File: src/rtl/passcode_entry_pkg.sv
// Shared types and constants for the alarm keypad slice.
//   fsm_state_t : alarm state machine encoding (consumed by passcode_entry)
//   pe_state_t  : internal states of passcode_entry
//   CLK_HZ      : system clock frequency
//   is_bcd()    : true for a valid decimal digit 0..9
package passcode_entry_pkg;

  localparam int unsigned CLK_HZ = 50_000_000;

  typedef enum logic [1:0] {
    STATE_IDLE    = 2'd0,
    STATE_SET     = 2'd1,
    STATE_TRIGGER = 2'd2,
    STATE_ALERT   = 2'd3
  } fsm_state_t;

  typedef enum logic [1:0] {
    PE_ENTER,
    PE_CHECK,
    PE_LOCK
  } pe_state_t;

  function automatic logic is_bcd(input logic [3:0] d);
    return d <= 4'd9;
  endfunction

endpackage

File: src/rtl/passcode_entry_btn_edge.sv
// Raw active-low push button -> one-cycle press strobe.
//   clk     : system clock
//   rst     : synchronous active-low reset
//   btn_n_i : raw button, active-low, asynchronous to clk
//   fall_o  : high for one cycle per high-to-low transition; a press
//             registers in the consumer on the 3rd edge after the raw
//             input is first sampled low
module btn_edge (
  input  logic clk,
  input  logic rst,
  input  logic btn_n_i,
  output logic fall_o
);

  logic       sync1_q, sync2_q;
  logic [1:0] fill_q;
  logic       high_q;

  // high_q only becomes 1 once the synchroniser holds a level really
  // sampled from the pin (fill_q[1]) and that level was high. The reset
  // value 1 of the synchroniser therefore never counts as "released",
  // so a button held through reset produces no press on reset exit.
  always_ff @(posedge clk) begin
    if (!rst) begin
      sync1_q <= 1'b1;
      sync2_q <= 1'b1;
      fill_q  <= '0;
      high_q  <= 1'b0;
    end else begin
      sync1_q <= btn_n_i;
      sync2_q <= sync1_q;
      fill_q  <= {fill_q[0], 1'b1};
      high_q  <= fill_q[1] & sync2_q;
    end
  end

  assign fall_o = high_q & ~sync2_q;

endmodule

File: src/rtl/passcode_entry.sv
// Keypad passcode collector and checker for the alarm state machine.
//   clk, rst          : 50 MHz clock, synchronous active-low reset
//   system_state      : alarm state; input accepted in SET/TRIGGER only
//   sw                : BCD digit, sampled on a digit press
//   btn_digit/clear   : raw active-low buttons (enter digit / discard entry)
//   passcode_correct  : one-cycle pulse on matching entry
//   passcode_wrong    : one-cycle pulse on mismatching entry
//   digits_entered    : digits currently buffered (0..DIGITS)
//   entry_buf         : buffered digits, newest in [3:0]
//   fail_count        : consecutive failures
//   locked            : high during lockout
module passcode_entry
  import passcode_entry_pkg::*;
#(
  parameter int unsigned         DIGITS      = 4,
  parameter logic [4*DIGITS-1:0] CODE        = 16'h3216,
  parameter int unsigned         MAX_FAIL    = 3,
  parameter int unsigned         LOCK_CYCLES = 5 * CLK_HZ
) (
  input  logic                clk,
  input  logic                rst,
  input  fsm_state_t          system_state,
  input  logic [3:0]          sw,
  input  logic                btn_digit,
  input  logic                btn_clear,
  output logic                passcode_correct,
  output logic                passcode_wrong,
  output logic [3:0]          digits_entered,
  output logic [4*DIGITS-1:0] entry_buf,
  output logic [2:0]          fail_count,
  output logic                locked
);

  localparam int unsigned W         = 4 * DIGITS;
  localparam logic [3:0]  FULL      = 4'(DIGITS);
  localparam logic [2:0]  MAXF      = 3'(MAX_FAIL);
  localparam logic [31:0] LOCK_LAST = 32'(LOCK_CYCLES - 1);

  logic digit_press, clear_press;

  btn_edge u_btn_digit (
    .clk     (clk),
    .rst     (rst),
    .btn_n_i (btn_digit),
    .fall_o  (digit_press)
  );

  btn_edge u_btn_clear (
    .clk     (clk),
    .rst     (rst),
    .btn_n_i (btn_clear),
    .fall_o  (clear_press)
  );

  pe_state_t     state_q, state_d;
  logic [W-1:0]  buf_q, buf_d;
  logic [3:0]    cnt_q, cnt_d;
  logic [2:0]    fail_q, fail_d;
  logic [31:0]   lock_cnt_q, lock_cnt_d;
  logic          locked_q, locked_d;
  logic          correct_q, correct_d;
  logic          wrong_q, wrong_d;

  always_ff @(posedge clk) begin
    if (!rst) begin
      state_q    <= PE_ENTER;
      buf_q      <= '0;
      cnt_q      <= '0;
      fail_q     <= '0;
      lock_cnt_q <= '0;
      locked_q   <= 1'b0;
      correct_q  <= 1'b0;
      wrong_q    <= 1'b0;
    end else begin
      state_q    <= state_d;
      buf_q      <= buf_d;
      cnt_q      <= cnt_d;
      fail_q     <= fail_d;
      lock_cnt_q <= lock_cnt_d;
      locked_q   <= locked_d;
      correct_q  <= correct_d;
      wrong_q    <= wrong_d;
    end
  end

  always_comb begin
    state_d    = state_q;
    buf_d      = buf_q;
    cnt_d      = cnt_q;
    fail_d     = fail_q;
    lock_cnt_d = lock_cnt_q;
    locked_d   = locked_q;
    correct_d  = 1'b0;
    wrong_d    = 1'b0;

    case (system_state)
      STATE_IDLE: begin
        state_d    = PE_ENTER;
        buf_d      = '0;
        cnt_d      = '0;
        fail_d     = '0;
        lock_cnt_d = '0;
        locked_d   = 1'b0;
      end
      STATE_ALERT: begin
        // everything holds; result pulses forced low by the defaults
      end
      default: begin
        case (state_q)
          PE_ENTER: begin
            // a full buffer moves on one cycle after the last digit lands,
            // so presses in that cycle cannot overfill it
            if (cnt_q == FULL) begin
              state_d = PE_CHECK;
            end else if (clear_press) begin
              buf_d = '0;
              cnt_d = '0;
            end else if (digit_press && is_bcd(sw)) begin
              buf_d = {buf_q[W-5:0], sw};
              cnt_d = cnt_q + 4'd1;
            end
          end
          PE_CHECK: begin
            buf_d   = '0;
            cnt_d   = '0;
            state_d = PE_ENTER;
            if (buf_q == CODE) begin
              correct_d = 1'b1;
              fail_d    = '0;
            end else begin
              wrong_d = 1'b1;
              if (fail_q < MAXF) fail_d = fail_q + 3'd1;
              if (fail_d == MAXF) begin
                state_d    = PE_LOCK;
                locked_d   = 1'b1;
                lock_cnt_d = '0;
              end
            end
          end
          PE_LOCK: begin
            if (lock_cnt_q == LOCK_LAST) begin
              state_d    = PE_ENTER;
              locked_d   = 1'b0;
              fail_d     = '0;
              lock_cnt_d = '0;
            end else begin
              lock_cnt_d = lock_cnt_q + 32'd1;
            end
          end
          default: state_d = PE_ENTER;
        endcase
      end
    endcase
  end

  assign passcode_correct = correct_q;
  assign passcode_wrong   = wrong_q;
  assign digits_entered   = cnt_q;
  assign entry_buf        = buf_q;
  assign fail_count       = fail_q;
  assign locked           = locked_q;

endmodule

File: config.mk
export PLATFORM = sky130hd
export DESIGN_NAME = passcode_entry
export DESIGN_NICKNAME = d
export VERILOG_FILES = /design/src/rtl/passcode_entry_pkg.sv /design/src/rtl/passcode_entry_btn_edge.sv /design/src/rtl/passcode_entry.sv
export SDC_FILE = /design/constraint.sdc
export NUM_CORES = 1
export LEC_CHECK = 0
export BUFFER_PORTS_ARGS = -buffer_cell sky130_fd_sc_hd__buf_4
export CORE_MARGIN = 8
export CORE_UTILIZATION = 40
export DETAILED_ROUTE_END_ITERATION = 7
export GPL_TIMING_DRIVEN = 0
export PLACE_DENSITY = 0.64
export SYNTH_ARGS = -nofsm -noshare
export SYNTH_HDL_FRONTEND = slang
export SYNTH_SLANG_ARGS = --single-unit
File: constraint.sdc
create_clock -name clk -period 4.42 [get_ports clk]
set_input_delay 0.884 -clock clk [delete_from_list [all_inputs] [get_ports clk]]
set_output_delay 0.884 -clock clk [all_outputs]
set_load 0.02 [all_outputs]
==> results by group <==
Outcome
  • Status: finished clean

Global routing
  • Total track usage: 13.05%
  • First-pass GRT wire length: 11,880 um
  • Largest net degree at the start of global routing: 14
  • Vias in the first global route: 2,506
  • Initial antenna violation count: 0
  • Total grt overflow: 0

STA
  • Setup violators final: 0
  • Max-slew violations: 0
  • Final Skew: 0.009537 ns
  • Slew HR: 52.90%
  • Fmax: 342.2 MHz
  • Measured slew at the worst slew-check pin: 0.7066 ns
  • Fin Setup TNS: 0 ns
  • Crit path time final: 2.923 ns
  • RSZ-0062 raised after global routing: no
  • Final setup margin: 1.497 ns
  • Final worst path period share: 66.12%
  • Final Hold Fails: 0
  • Hold_ws: 0.4135 ns

Setup path
  • Endpoint class of the critical path: register
  • RR Startpoint: fail_count[0]
  • Worst path required time: 4.65 ns
  • CP startpoint kind: register
  • Peak fanout along the critical path: 10
  • Setup Crit Path Kind: reg -> reg
  • Reg2Reg Depth: 8
  • Crit path capture: lock_cnt_q[26]
  • Worst setup startpoint: fail_count[0]
  • Reg-to-reg slack, setup: 1.50 ns
  • Worst EP arrival: 3.15 ns
  • Critical R2R Capture: lock_cnt_q[26]

Finish
  • Filler instances: 758
  • Fraction of layout cells with a size suffix above 1: 15.31%
  • Nets: 416
  • Commonest non-fill, non-tap cell in the layout: dfxtp_1
  • Final instance area: 0.003739 mm^2
  • Diode count: 0
  • Most frequent cells in the layout: dfxtp_1 (68), nor2_1 (60), buf_4 (35), nand2_1 (32), xnor2_1 (18)
  • P&R area growth vs syn: 19.66%

Floorplan
  • Num rows: 32
  • DIE AREA: 0.01089 mm^2
  • IO Count: 36
  • CORE AREA: 0.007647 mm^2
  • Die height: 104.4 um
  • Die width: 104.4 um
  • Starting density of the core: 40.85%

Pwr
  • Final total power: 0.001314 W
  • Reg power frac: 48.4%
  • Psw: 0.0003245 W
  • Leakage Power: 1.435 nW
  • Power density over the cells: 351.3 mW/mm^2
  • Combinational Power Share: 8.6%
  • Switch share: 24.70%
  • Peak VDD IR: 0.0001524 V
  • Int Power: 0.0009890 W
  • Power share of the clock group: 43.0%

Place
  • # port buffers: 35
  • Post-DP HPWL: 4973 um
  • DP Area: 0.003515 mm^2
  • Dpl ws: 1.474 ns
  • Routability cong.: 0.7992

Synthesis
  • XOR/XNOR share of the synthesized area: 8.410%
  • Syn_area_per_cell: 8.826 um^2
  • Mux share of post-synthesis cell area: 5.447%
  • Simple-gate share of the synthesized area: 30.32%
  • Yosys cell types: 46
  • Async SR Flop Fraction: 0%
  • Adder-cell area share of the yosys netlist: 2.403%
  • Seq cells post-synth: 68
  • Sequential share of the synthesized area: 43.57%
  • Complex-gate fraction of the synthesized area: 6.648%
  • Primary FF master, synth: dfxtp_1
  • Cells after Synth: 354
  • Largest family of logic cells by synthesized area: simple AND/OR/NAND/NOR gates
  • Post-synthesis cell area: 0.003124 mm^2
  • Post-synth EDFFs: 0
  • Warnings, synthesis: 0
  • Mapped Nets: 370

Drt
  • Final WL: 6884 um
  • DR vias/cell: 5.093
  • Top sig layer: met4
  • M1 WL: 3286 um
  • # DRC: 0
  • Iter 0 DRT Violations: 140
  • Met3 routed WL: 272 um
  • Post-DR wirelength/cell: 13.58 um
  • Antenna viol nets, final: 0
  • Vias: 2,582
  • DR pass1 iterations: 4
  • Met2 Routed Length: 3244 um

Clock tree
  • CTS tree: done
  • Worst-skew pair later-pin latency: 0.35 ns
  • Max H-tree Level: 3
  • CTS clock-pin slew for the worst setup and hold paths: 0.08 ns
  • Clock sink count: 68
  • Max clock buf depth: 2
  • Setup bufs post-CTS: 0
  • Hold buffers post-CTS: 0
  • Inserted Clock Buffers: 9
  • # resized after CTS: 0
  • Clk root buf: clkbuf_8

Run
  • Number of max-cap violations: 0

Min path
  • Hold Path Class: reg -> reg
-- layout make-up --
| cell class | count | area (um^2) | share of cell area [%] |
|---|---|---|---|
| Clock inverter | 7 | 100.1 | 2.677 |
| Sequential cell | 68 | 1361 | 36.41 |
| Multi-Input combinational cell | 263 | 1663 | 44.48 |
| Buffer | 15 | 70.07 | 1.874 |
| Clock buffer | 9 | 123.9 | 3.313 |
| Timing Repair Buffer | 35 | 262.8 | 7.028 |
| Inverter | 8 | 30.03 | 0.8032 |
| Tap cell | 102 | 127.6 | 3.414 |
-- cell families (layout without fill, tap and decap cells) --
kind of cell / after synthesis / count (layout)
multiplexers: 17 / 17
AO/OA/AOI/OAI: 29 / 29
flip-flops: 68 / 68
AND/OR/NAND/NOR: 181 / 181
XOR/XNOR: 30 / 30
buffers and inverters: 23 / 74
adder cells (fa/ha/maj): 6 / 6
-- worst min-delay path by stage --
| stage | startpoint | endpoint | depth (start not counted) |
|---|---|---|---|
| after floorplan | u_btn_clear.sync1_q | u_btn_clear.sync2_q | 1 |
| after global placement | u_btn_clear.sync1_q | u_btn_clear.sync2_q | 1 |
| after detailed placement | u_btn_digit.sync1_q | u_btn_digit.sync2_q | 1 |
| after CTS | u_btn_digit.sync1_q | u_btn_digit.sync2_q | 1 |
| after global routing | u_btn_digit.sync1_q | u_btn_digit.sync2_q | 1 |
| final | u_btn_digit.sync1_q | u_btn_digit.sync2_q | 1 |
-- metrics by stage --
| step | std cells | utilization, % |
|---|---|---|
| detailed placement | 491 | 45.96 |
| global placement | 491 | 45.96 |
| floorplan | 354 | - |
| global route | 507 | 48.89 |
| CTS | 507 | 48.89 |
| finish | 507 | 48.89 |
-- sequential cells by signal (all words and copies together) (netlist names) --
name                 cells
u_btn_digit.sync1_q      1
digits_entered           4
u_btn_digit.sync2_q      1
u_btn_clear.fill_q       1
state_q                  2
u_btn_clear.high_q       1
entry_buf               16
lock_cnt_q              32
u_btn_clear.sync1_q      1
passcode_correct         1
fail_count               3
passcode_wrong           1
locked                   1
u_btn_clear.sync2_q      1
u_btn_digit.high_q       1
u_btn_digit.fill_q       1
-- routing by layer --
metal  vias up  track usage, %
li1       1318               -
met1      1220           16.11
met2        36           20.45
met3         8           4.461
met4         0           4.860
met5         -               0
-- worst max-delay path, cell delays in order (launching register included) --
cell	delay, ns
dfxtp_1	0.37
ha_1	0.32
or3b_1	0.35
a2111o_1	0.46
a221oi_2	0.62
buf_2	0.36
nand3_1	0.12
xor2_1	0.15
nor2_1	0.05
-- power groups by stage --
stage | Clock (W) | Combinational, W | Sequential, W
2_1_floorplan | 0 | 0.0000682 | 0.000655
3_3_place_gp | 0 | 0.000112 | 0.000649
3_5_place_dp | 0 | 0.000114 | 0.000649
4_1_cts | 0.000582 | 0.000114 | 0.000635
5_1_grt | 0.000611 | 0.000125 | 0.000638
6_report | 0.000565 | 0.000113 | 0.000635
-- Yosys cell counts, drive strengths merged, types with 2 or more instances --
library cell	n	share of area, %
inv	8	0.96
nand2	32	3.8
or4	2	0.48
xor2	12	3.4
a21oi	9	1.4
nand4	7	1.4
ha	6	2.4
nor2b	6	1.2
xnor2	18	5.0
dfxtp	68	44
o21ai	7	1.2
nor2	60	7.2
nor4bb	2	0.64
nand2b	8	1.6
and3	10	2.0
clkbuf	9	1.1
nand3	16	2.6
o41ai	2	0.56
nor4b	2	0.56
nor4	7	2.6
nor3	15	2.4
mux2i	17	5.4
a32oi	2	0.56
buf	6	1.2
and4	5	1.4
a21boi	2	0.48
No activity file was read; power rests on OpenSTA's default activity.
